`config.mk`:
```
export PLATFORM = sky130hd
export DESIGN_NAME = shifter_pipe
export DESIGN_NICKNAME = d
export VERILOG_FILES = /design/src/rtl/shifter_pipe.sv
export SDC_FILE = /design/constraint.sdc
export NUM_CORES = 1
export LEC_CHECK = 0
export CORE_ASPECT_RATIO = 1.75
export CORE_MARGIN = 2
export CORE_UTILIZATION = 62
export CTS_CLUSTER_SIZE = 14
export DETAILED_ROUTE_END_ITERATION = 8
export PLACE_DENSITY = 0.92
export SLEW_MARGIN = 0
export SYNTH_ARGS = -nofsm -noshare
export SYNTH_HDL_FRONTEND = slang
export SYNTH_SLANG_ARGS = --single-unit
```
`constraint.sdc`:
```
create_clock -name clk_i -period 7.3 [get_ports clk_i]
set_input_delay 1.46 -clock clk_i [delete_from_list [all_inputs] [get_ports clk_i]]
set_output_delay 1.46 -clock clk_i [all_outputs]
set_load 0.005 [all_outputs]
```
`src/rtl/shifter_pipe.sv`:
```
// -----------------------------------------------------------------------------
// math_pkg / shifter_pipe
//
// Purpose:
//   Pipelined barrel shifter with valid/ready handshaking on both sides.
//   Stage 0 registers the operands, works out the range flag and reduces
//   rotate amounts mod Dw. Stages 1..Sw each shift by 2^(k-1) when amount
//   bit k-1 is set. Stage Sw drives the outputs. Sustains one result per
//   cycle, holds its output under backpressure and supports a synchronous
//   flush.
//
// Ports:
//   clk_i         in   1             clock, rising edge
//   rst_ni        in   1             asynchronous active-low reset
//   flush_i       in   1             synchronous flush, empties the pipeline
//   valid_i       in   1             input transaction valid
//   ready_o       out  1             an input can be accepted this cycle
//   data_i        in   Dw            data to shift
//   shift_i       in   Sw            shift amount
//   shift_mode_i  in   shift_mode_e  operation select
//   valid_o       out  1             result valid
//   ready_i       in   1             downstream accepts the result
//   data_o        out  Dw            shifted result
//   range_o       out  1             shift_i >= Dw was presented with this result
// -----------------------------------------------------------------------------

package math_pkg;
    typedef enum logic [2:0] {
        SLL = 3'd0,   // logical left, zero fill
        SRL = 3'd1,   // logical right, zero fill
        SRA = 3'd2,   // arithmetic right, sign fill
        SLB = 3'd3,   // rotate left
        SRB = 3'd4    // rotate right
    } shift_mode_e;
endpackage

module shifter_pipe
    import math_pkg::*;
#(
    parameter int Dw = 9,
    parameter int Sw = $clog2(Dw)
) (
    input  logic              clk_i,
    input  logic              rst_ni,
    input  logic              flush_i,
    input  logic              valid_i,
    output logic              ready_o,
    input  logic [Dw-1:0]     data_i,
    input  logic [Sw-1:0]     shift_i,
    input  shift_mode_e       shift_mode_i,
    output logic              valid_o,
    input  logic              ready_i,
    output logic [Dw-1:0]     data_o,
    output logic              range_o
);

    // Dw always fits in Sw+1 bits; the Sw-bit copy is only used for the
    // rotate reduction, where the wrap of the subtraction is harmless.
    localparam logic [Sw:0]   DW_W = (Sw+1)'(Dw);
    localparam logic [Sw-1:0] DW_L = DW_W[Sw-1:0];

    // One conditional-shift step of 2^k positions (k < Sw, so n < Dw).
    function automatic logic [Dw-1:0] shift_step(
        input logic [Dw-1:0] d,
        input shift_mode_e   m,
        input logic          sign,
        input logic          en,
        input int            n
    );
        logic [Dw-1:0] res;
        res = d;
        if (en) begin
            case (m)
                SLL:     res = d << n;
                SRL:     res = d >> n;
                SRA:     res = (d >> n) | ({Dw{sign}} << (Dw - n));
                SLB:     res = (d << n) | (d >> (Dw - n));
                SRB:     res = (d >> n) | (d << (Dw - n));
                default: res = d;
            endcase
        end
        return res;
    endfunction

    // Stage bookkeeping: r_vld[s] for s = 0..Sw; index Sw is the output stage.
    logic [Sw:0]   r_vld;
    logic [Sw:0]   w_rdy;
    logic [Sw:0]   w_vin;

    // Datapath of stages 0..Sw-1; the output stage has its own registers.
    logic [Dw-1:0] r_data [Sw];
    shift_mode_e   r_mode [Sw];
    logic [Sw-1:0] r_amt  [Sw];
    logic          r_sign [Sw];
    logic          r_rng  [Sw];
    logic [Dw-1:0] w_step [Sw];

    logic [Dw-1:0] r_dout;
    logic          r_rout;

    logic          w_rng0;
    logic [Sw-1:0] w_amt0;

    // A stage can load when the output is being consumed or any stage at
    // or downstream of it holds a bubble that the pipeline can collapse.
    // NOTE: every variable written in always_comb gets a value on every path
    // before use, otherwise a latch is inferred.
    always_comb begin
        logic w_hole;
        w_hole = 1'b0;
        w_rdy  = '0;
        for (int s = Sw; s >= 0; s--) begin
            w_hole   = w_hole | ~r_vld[s];
            w_rdy[s] = ready_i | w_hole;
        end
    end

    assign w_vin = {r_vld[Sw-1:0], valid_i};

    // Normalise: rotates wrap mod Dw with a single subtraction because
    // 2^Sw < 2*Dw; shifts keep the raw amount so >= Dw drains to fill bits.
    assign w_rng0 = ({1'b0, shift_i} >= DW_W);
    assign w_amt0 = (w_rng0 && (shift_mode_i == SLB || shift_mode_i == SRB))
                  ? shift_i - DW_L : shift_i;

    always_comb begin
        for (int j = 0; j < Sw; j++) begin
            w_step[j] = shift_step(r_data[j], r_mode[j], r_sign[j],
                                   r_amt[j][j], 1 << j);
        end
    end

    // NOTE: state is updated with non-blocking assignments so every register
    // samples values from before the clock edge.
    always_ff @(posedge clk_i or negedge rst_ni) begin
        if (!rst_ni) begin
            r_vld <= '0;
        end else if (flush_i) begin
            r_vld <= '0;
        end else begin
            r_vld <= (w_rdy & w_vin) | (~w_rdy & r_vld);
        end
    end

    // NOTE: the inner datapath has no reset; its contents are qualified by
    // r_vld, so reset only has to clear the valid bits.
    always_ff @(posedge clk_i) begin
        if (valid_i && w_rdy[0]) begin
            r_data[0] <= data_i;
            r_mode[0] <= shift_mode_i;
            r_amt[0]  <= w_amt0;
            r_sign[0] <= data_i[Dw-1];
            r_rng[0]  <= w_rng0;
        end
        for (int k = 1; k < Sw; k++) begin
            if (r_vld[k-1] && w_rdy[k]) begin
                r_data[k] <= w_step[k-1];
                r_mode[k] <= r_mode[k-1];
                r_amt[k]  <= r_amt[k-1];
                r_sign[k] <= r_sign[k-1];
                r_rng[k]  <= r_rng[k-1];
            end
        end
    end

    // Output stage loads only real items, so data_o stays 0 from reset
    // until the first result arrives and holds while stalled.
    always_ff @(posedge clk_i or negedge rst_ni) begin
        if (!rst_ni) begin
            r_dout <= '0;
            r_rout <= 1'b0;
        end else if (r_vld[Sw-1] && w_rdy[Sw]) begin
            r_dout <= w_step[Sw-1];
            r_rout <= r_rng[Sw-1];
        end
    end

    assign ready_o = w_rdy[0];
    assign valid_o = r_vld[Sw];
    assign data_o  = r_dout;
    assign range_o = r_rout;

endmodule

```
==> results by group <==
CTS
  – CTS H-tree lvls: 3
  – Total clock buffers created by CTS: 9
  – Post_cts resized: 0
  – CTS tree: yes
  – Hold buffers post-CTS: 0
  – Clock Tree Buf Depth: 2
  – Clk root buf: clkbuf_8
  – Sink Count: 80
  – Clock transition at path regs: 0.07 ns
  – Clock latency at the later pin of the worst-skew pair: between 0.3 and 0.4 ns
  – # Post-CTS Setup Buffers: 0

Layout
  – Diodes inserted: 0
  – Final net count: 360
  – Share of post-route cells with drive strength above 1: under 10%
  – Final Non-Filler Cells: 420
  – Layout Area Growth over Synthesis: 13.5%

Pwr
  – NetSw: between 0.2 and 0.3 mW
  – Sequential share of power: a little under three fifths
  – Tot Pwr: 1.01 mW
  – Gate power share: a little over an eighth
  – Clock share of power: 29.6%
  – P_leak: 1.54 nW
  – Switching Share: approximately a quarter
  – Power Dens Cells: around 230 mW/mm2
  – Int Pwr: 0.752 mW
  – VDD IR max: 0.184 mV

Global routing
  – Vias in the first global route: around 2,700
  – Initial antenna violation count: 0
  – Grt ovf: 0
  – Global Route Usage Sum: 24.8%
  – First-pass GRT wire length: ~12 mm
  – Largest net degree at the start of global routing: 20

Floorplanning
  – Die height: around 110 um
  – Initial Utilization: 64.5%
  – Die Wd: approximately 63 um
  – Number of top-level pins: 33
  – Die area: around 0.0068 mm2
  – Core area: roughly 0.006 mm2
  – Site Rows: 37

Logic synthesis
  – Post-synth top area share: about half
  – Synth cell types: between 40 and 50
  – Mapped Cells: 308
  – Number of warnings issued by yosys: 0
  – Post-synth top area cell: edfxtp_1
  – Synthesized flop and latch total: 80
  – Synth top cells by count: 65 x edfxtp_1, 30 x nor2_1, 25 x nand2_1
  – Synthesized area per cell: 12.3 um2
  – Synth Net Count: between 300 and 400
  – Leading cell type by number of instances after synthesis: edfxtp_1
  – Mapped cell area: ~0.0038 mm2
  – Post-synth EDFFs: between 60 and 70
  – Seq/Total Area, Yosys: 61.4%
  – Synth area leaders: edfxtp_1 51%, dfrtp_1 9.9%, a22oi_1 3.4%
  – Asr flop ratio synth: between 10% and 20%
  – Top FF cell, synth: edfxtp_1

STA
  – Pins Over Slew Limit: 0
  – Final Hold Violating Endpoints: 0
  – Layout Skew: just under 0.008 ns
  – RSZ-0062 raised after global routing: false
  – Final setup TNS: 0 ns
  – Tmin final: roughly 4.5 ns
  – Final setup vio count: 0
  – Slack of the critical path: between 2 and 3 ns
  – Least-Margin Pin Slew: 1.23 ns
  – Hold_ws: 0.425 ns
  – Final period util: about 60%
  – Peak Freq: approximately 0.22 GHz
  – Rel. slew slack: about 18%

Routing
  – # DRC: 0
  – Routed wire per std cell: 17.9 um
  – Final wirelength: 7.54 mm
  – Total number of vias: roughly 2,600
  – DRT iter0 DRCs: between 150 and 200
  – Via/cell ratio: 6.23
  – Pre-antenna DRT Iters: 4
  – Antenna Nets Post-Route: 0

Run status
  – Status: finished clean

Placed design
  – RePlAce Congestion: 0.882
  – HPWL after DPL: 5.62 mm
  – Buffers added on ports: 32
  – Pre-CTS setup slack: between 2 and 3 ns
  – Dpl cells: between 400 and 500

Min path
  – Worst min path class: flop to flop

Worst setup path
  – Worst Setup End Kind: output pin
  – Setup crit start kind: primary input
  – Setup CP Type: primary input to output pin
  – Critical Path RT: around 6 ns
  – CP Data Arrival Time: roughly 3.0 ns
  – CP Max Fanout: 7

Job
  – Max-cap check violation count: 0
[per-layer routing]
metal | global-route usage (%) | vias to the layer above | routed length (um)
li1 | - | 1233 | -
met3 | 6.28 | 31 | 297
met1 | 20.7 | 1258 | 2420
met2 | 47.1 | 95 | 4300
met5 | 0 | - | 0
met4 | 20.3 | 0 | 519
[registers in the layout, summed over array words and instances, names as in the netlist]
signal and flops:
data_o 9, r_vld 5, r_amt 10, r_sign 4, r_mode 12, range_o 1
r_data 35, r_rng 4
[logic make-up after synthesis]
family / after synthesis / share of synthesized area, %
AO/OA/AOI/OAI: 103 / 20.1
XOR/XNOR: 5 / 1.15
adder cells (fa/ha/maj): 2 / 0.660
buffers and inverters: 24 / 3.56
flip-flops: 80 / 61.4
multiplexers: 12 / 3.30
AND/OR/NAND/NOR: 82 / 9.83
[placed cells by master, fill, tap and decap left out, types with 3 or more instances in the layout]
cell type	count
a21oi_1	15
a21oi_2	4
a221oi_1	8
a22o_1	3
a22oi_1	17
and2_1	4
clkbuf_8	11
clkdlybuf4s50_1	32
dfrtp_1	15
edfxtp_1	65
inv_1	8
mux2_2	4
mux2i_1	8
nand2_1	25
nand2b_1	3
nor2_1	30
nor2b_1	8
nor3_1	3
o21a_1	3
o21ai_0	10
o21ai_1	6
o22a_1	6
o22ai_1	3
o2bb2ai_1	6
o31ai_1	8
or2_1	3
xor2_1	3
[critical path: stages]
cell and delay, ns:
clkdlybuf4s50_1 0.40, nor2b_1 0.19, and2_1 0.28, nand4_1 0.17
clkdlybuf4s50_1 0.49
[stage by stage]
stage,util (%),cell area [um2]
after floorplan,-,3790
after global placement,70.1,4120
after detailed placement,70.1,4120
after CTS,73.2,4300
final,73.2,4300
after global routing,73.2,4300
[final cells by class]
class	count	area, um2
fill	387	1580
timing repair buffer	34	335
inverter	8	30.0
tap	78	97.6
sequential	80	2330
multi-input combinational	204	1330
clock inverter	4	27.5
clock buffer	12	155
[power groups by stage]
stage | combinational (mW) | sequential, mW | clock, mW
CTS | 0.137 | 0.572 | 0.303
finish | 0.137 | 0.572 | 0.299
floorplan | 0.0869 | 0.569 | 0
detailed placement | 0.136 | 0.581 | 0
global route | 0.151 | 0.577 | 0.323
global placement | 0.127 | 0.578 | 0
[path summary, 6_finish.rpt]
check,start,endpoint,slack (ns),cells after the start
min,r_rng[0],r_rng[1],0.42,0
max in group asynchronous,rst_ni,r_vld[0],5.35,1
min reg2reg,r_rng[0],r_rng[1],0.42,0
max,ready_i,ready_o,2.85,5
min in group asynchronous,rst_ni,data_o[0],1.51,1
max reg2reg,r_vld[4],r_data[3][2],5.19,3
Power figures use the tool's default switching activity.
